===== src/rtl/serv_decode_queue.sv =====
// Small FIFO of pre-decoded RISC-V instruction words between the fetch bus and the core.
// Each fetched word is decoded on entry; only decoded fields are held in the queue.
module serv_decode_queue #(
   parameter int unsigned DEPTH         = 4,
   parameter bit          MDU           = 1'b0,
   parameter bit          ILLEGAL_CHECK = 1'b1
) (
   input  logic                       clk,
   input  logic                       i_rst_n,
   input  logic                       i_flush,
   input  logic [31:0]                i_wb_rdt,
   input  logic                       i_wb_en,
   output logic                       o_wb_rdy,
   output logic                       o_valid,
   input  logic                       i_ready,
   output logic [4:0]                 o_opcode,
   output logic [2:0]                 o_funct3,
   output logic                       o_rd_op,
   output logic                       o_two_stage_op,
   output logic                       o_mdu_op,
   output logic                       o_csr_op,
   output logic                       o_illegal,
   output logic [$clog2(DEPTH+1)-1:0] o_count
);

   localparam int unsigned AW = $clog2(DEPTH);
   localparam int unsigned CW = $clog2(DEPTH + 1);

   typedef struct packed {
      logic [4:0] opcode;
      logic [2:0] funct3;
      logic       rd_op;
      logic       two_stage_op;
      logic       mdu_op;
      logic       csr_op;
      logic       illegal;
   } entry_t;

   entry_t          entry_d;
   entry_t          head;
   entry_t          mem_q [DEPTH];
   logic [AW-1:0]   wr_ptr_q;
   logic [AW-1:0]   rd_ptr_q;
   logic [CW-1:0]   count_q;
   logic [CW-1:0]   count_d;
   logic            push;
   logic            pop;

   logic [4:0] opc;
   logic [2:0] f3;
   logic       is_op;
   logic       is_opimm;
   logic       legal_opc;

   assign opc      = i_wb_rdt[6:2];
   assign f3       = i_wb_rdt[14:12];
   assign is_op    = (opc == 5'b01100);
   assign is_opimm = (opc == 5'b00100);

   always_comb begin
      entry_d        = '0;
      entry_d.opcode = opc;
      entry_d.funct3 = f3;
      entry_d.mdu_op = MDU && is_op && i_wb_rdt[25];
      entry_d.rd_op  = opc inside {5'b00100, 5'b00101, 5'b01100, 5'b01101,
                                   5'b11100, 5'b11001, 5'b11011, 5'b00000};
      entry_d.csr_op = (opc == 5'b11100) && (f3 != 3'b000);
      // Shifts are funct3 x01, SLT/SLTU are funct3 01x, for both OP and OP-IMM
      entry_d.two_stage_op = (opc inside {5'b00000, 5'b01000, 5'b11000, 5'b11011, 5'b11001})
                             || ((is_op || is_opimm) && (f3[1:0] == 2'b01))
                             || ((is_op || is_opimm) && (f3[2:1] == 2'b01))
                             || entry_d.mdu_op;
      legal_opc = opc inside {5'b00000, 5'b00011, 5'b00100, 5'b00101, 5'b01000, 5'b01100,
                              5'b01101, 5'b11000, 5'b11001, 5'b11011, 5'b11100};
      entry_d.illegal = ILLEGAL_CHECK && ((i_wb_rdt[1:0] != 2'b11) || !legal_opc
                                          || (is_op && i_wb_rdt[25] && !MDU));
   end

   assign o_wb_rdy = (count_q != CW'(DEPTH));
   assign o_valid  = (count_q != '0);
   assign o_count  = count_q;
   assign push     = i_wb_en && o_wb_rdy && !i_flush;
   assign pop      = o_valid && i_ready && !i_flush;

   always_comb begin
      count_d = count_q;
      if (push && !pop) begin
         count_d = count_q + CW'(1);
      end else if (pop && !push) begin
         count_d = count_q - CW'(1);
      end
   end

   always_ff @(posedge clk or negedge i_rst_n) begin
      if (!i_rst_n) begin
         wr_ptr_q <= '0;
         rd_ptr_q <= '0;
         count_q  <= '0;
      end else if (i_flush) begin
         wr_ptr_q <= '0;
         rd_ptr_q <= '0;
         count_q  <= '0;
      end else begin
         if (push) wr_ptr_q <= wr_ptr_q + AW'(1);
         if (pop)  rd_ptr_q <= rd_ptr_q + AW'(1);
         count_q <= count_d;
      end
   end

   // Entry storage is deliberately left unreset; o_valid gates every field.
   always_ff @(posedge clk) begin
      if (push) mem_q[wr_ptr_q] <= entry_d;
   end

   assign head           = o_valid ? mem_q[rd_ptr_q] : '0;
   assign o_opcode       = head.opcode;
   assign o_funct3       = head.funct3;
   assign o_rd_op        = head.rd_op;
   assign o_two_stage_op = head.two_stage_op;
   assign o_mdu_op       = head.mdu_op;
   assign o_csr_op       = head.csr_op;
   assign o_illegal      = head.illegal;

endmodule


===== config.mk =====
export PLATFORM = sky130hd
export DESIGN_NAME = serv_decode_queue
export DESIGN_NICKNAME = d
export VERILOG_FILES = /design/src/rtl/serv_decode_queue.sv
export SDC_FILE = /design/constraint.sdc
export NUM_CORES = 1
export LEC_CHECK = 0
export ABC_AREA = 1
export CORE_MARGIN = 8
export CORE_UTILIZATION = 45
export DETAILED_ROUTE_END_ITERATION = 10
export GPL_TIMING_DRIVEN = 0
export MAX_ROUTING_LAYER = met4
export PLACE_DENSITY = 0.75
export REMOVE_ABC_BUFFERS = 1
export SLEW_MARGIN = 15
export SYNTH_ARGS = -nofsm -noshare
export SYNTH_HDL_FRONTEND = slang
export SYNTH_SLANG_ARGS = --single-unit

===== constraint.sdc =====
create_clock -name clk -period 2.5 [get_ports clk]
set_input_delay 0.25 -clock clk [delete_from_list [all_inputs] [get_ports clk]]
set_output_delay 0.25 -clock clk [all_outputs]
set_load 0.02 [all_outputs]

==> flow_metrics.py <==
metrics = {
    "clock_tree": {
        "cts_tree": "done",
        "cts_hold_buf": 0,
        "cts-buffers-inserted": 5,
        "cts_buffer_depth": 2,
        "clockRootBuffer": "clkbuf_8",
        "clkSinkCount": 55,
        "clkLatencyLatePin_ps": 310,
        "htreeDepth": 2,
        "clkTransAtPathRegs_ps": 90,
    },
    "synthesis": {
        "ys_ff_latch": 55,
        "yosys_warnings": 0,
        "avgSynthCellArea_um2": 10.7,
        "synthTopCellsByArea": "edfxtp_1 (57%), nor2_1 (8.4%), dfrtp_1 (6.9%)",
        "synth_top_area_cell": "edfxtp_1",
        "synthCells": 236,
        "ys_seq_area_share_pct": 63.7,
        "synth_top_cell_area_share_pct": 56.8,
        "synth.distinct_cells": 32,
        "netlist_area_mm2": 0.00254,
    },
    "drt": {
        "route.detailed.drc": 0,
        "first_pass_iters": 4,
        "vias": 1768,
        "routed_wl_mm": 5.17,
        "wl_per_cell_um": 14.9,
        "ant_nets": 0,
        "drt_iter0_markers": 150,
        "via_per_inst": 5.10,
    },
    "timing": {
        "rsz0062_at_grt": "false",
        "worstMarginPinSlew_ps": 1140,
        "finalCritPeriodShare_pct": 94.1,
        "slew_violations": 0,
        "max_freq_mhz": 425,
        "finClkSkew_ps": 6.16,
        "report.final.setup_viol": 0,
        "whs_ps": 205,
        "slew-limit-headroom_pct": 23.6,
        "hold_viol_final": 0,
        "finalCriticalPeriod_ps": 2350,
    },
    "floorplan": {
        "io_pins": 55,
        "rows": 27,
        "die_height_um": 91.1,
        "core-area_mm2": 0.00547,
        "die_width_um": 91.1,
        "die-area_mm2": 0.00829,
        "start_util_pct": 46.3,
    },
    "grt": {
        "grt_max_degree": 28,
        "grt_pass1_wl_mm": 8.37,
        "globalRoute.totalOverflow": 0,
        "antenna_found_initial": 0,
        "grt_pass1_vias": 1750,
        "grt_use_total_pct": 13.0,
    },
    "cells_and_area": {
        "diodes": 0,
        "drive_gt1_share_pct": 11.6,
        "final_area_mm2": 0.00308,
        "layout_commonest_cell": "nor2_1",
        "syn2layout_area_growth_pct": 21.4,
        "multi_input_area_um2": 792,
        "stdcell_count": 347,
        "fill_cells": 457,
        "fin_nets": 316,
        "final_cell_mix": "nor2_1 (56), edfxtp_1 (48), clkdlybuf4s50_1 (31)",
        "seqCellArea_mm2": 0.00162,
    },
    "outcome": {
        "status": "finished clean",
    },
    "worst_setup_path": {
        "end_kind": "output pin",
        "startpoint_type": "register",
        "critPathRequiredTime_ps": 2250,
        "critical_path_class": "register to output pin",
        "crit_path_max_fanout": 15,
        "critPathArrivalTime_ps": 2100,
    },
    "hold_path": {
        "hold_path.class": "input port to async pin",
    },
    "place": {
        "place_hpwl_mm": 3.22,
        "dp_cells": 331,
        "place_area_mm2": 0.00290,
        "io_buffers": 32,
        "gp_congestion": 0.784,
    },
    "power": {
        "finalPower_mw": 3.02,
        "powerDensity_mw_per_mm2": 981,
        "p_leak_nw": 1.15,
        "peakVddDrop_mv": 0.421,
    },
    "run": {
        "max_cap_viol_count": 0,
    },
}
[worst max-delay path, stage by stage (launching register included)]
cell and delay, ps:
dfrtp_4 590, clkinvlp_4 100, buf_4 190, o21ai_0 110
a21oi_1 180, clkdlybuf4s50_1 630
[area by class of cell]
type | count | area share [%]
Timing Repair Buffer | 39 | 12.7
Sequential cell | 55 | 52.7
Multi-Input combinational cell | 151 | 25.7
Inverter | 21 | 2.97
Tap cell | 72 | 2.93
Clock inverter | 2 | 0.406
Clock buffer | 6 | 2.36
Timing Repair inverter | 1 | 0.244
[synthesized netlist by cell type]
library cell / instances
buf_4: 1
ha_1: 4
dfrtp_1: 7
nand3_1: 7
clkbuf_1: 1
a21oi_4: 1
clkinv_4: 1
nand3b_1: 1
nor2_2: 1
o21ai_0: 29
nand2_1: 19
clkbuf_2: 1
conb_1: 1
a21oi_2: 2
nor3_1: 1
buf_2: 6
o21bai_1: 1
nand2_2: 1
nand4_1: 1
o211ai_1: 1
fa_1: 1
nor2_4: 1
edfxtp_1: 48
inv_1: 19
o2111ai_1: 1
nor2_1: 57
o311ai_0: 1
inv_2: 1
a21oi_1: 14
xor2_1: 1
nand2_4: 4
nand3_4: 1
[cell families after synthesis]
group | Yosys count | share of synthesized area (%)
AO/OA/AOI/OAI | 50 | 11.1
XOR/XNOR | 1 | 0.345
adder cells (fa/ha/maj) | 5 | 2.76
buffers and inverters | 30 | 5.13
flip-flops | 55 | 63.7
other | 1 | 0.148
AND/OR/NAND/NOR | 94 | 16.8
[per-stage QoR]
step	setup slack [ps]	TNS [ps]	utilization, %
2_1_floorplan	522	0	-
4_1_cts	8.30	0	55.7
6_report	148	0	56.3
3_5_place_dp	-232	-2390	53.0
3_3_place_gp	-217	-2270	53.0
5_1_grt	18.7	0	56.3
[layer usage]
layer / vias up / global-route usage [%] / part of all wire [%]
li1: 874 / - / -
met1: 840 / 14.4 / 42
met2: 43 / 21.9 / 51
met3: 11 / 3.05 / 4.9
met4: 0 / 5.59 / 2.0
met5: - / - / 0
[registers in the layout, summed over array words and instances, names as in the netlist]
name      count
o_count       3
mem_q        48
rd_ptr_q      2
wr_ptr_q      2
[final timing paths]
kind | slack [ps] | endpoint | startpoint | cells past startpoint
worst max-delay path | 150 | o_opcode[3] | rd_ptr_q[0] | 5
worst min-delay path | 210 | o_count[2] | i_rst_n | 1
worst max register to register | 290 | mem_q[3][5] | o_count[1] | 6
worst min register to register | 630 | o_count[0] | o_count[0] | 2
max in group asynchronous | 2020 | rd_ptr_q[0] | i_rst_n | 1
min in group clk | 620 | rd_ptr_q[0] | i_ready | 3
[power breakdown]
part           internal [mW]  leakage (nW)  switching [mW]
sequential              1.09         0.526          0.0930
combinational          0.563         0.580           0.811
clock                  0.197        0.0428           0.270
total                   1.85          1.15            1.17
[timing repair]
item                                   in CTS  in global routing
resized for setup                           6                  1
gates cloned                                1                  0
setup buffers                               4                  3
setup endpoints to repair                  12                 12
endpoints found under the hold margin       0                  0
No activity file was read; power rests on OpenSTA's default activity.
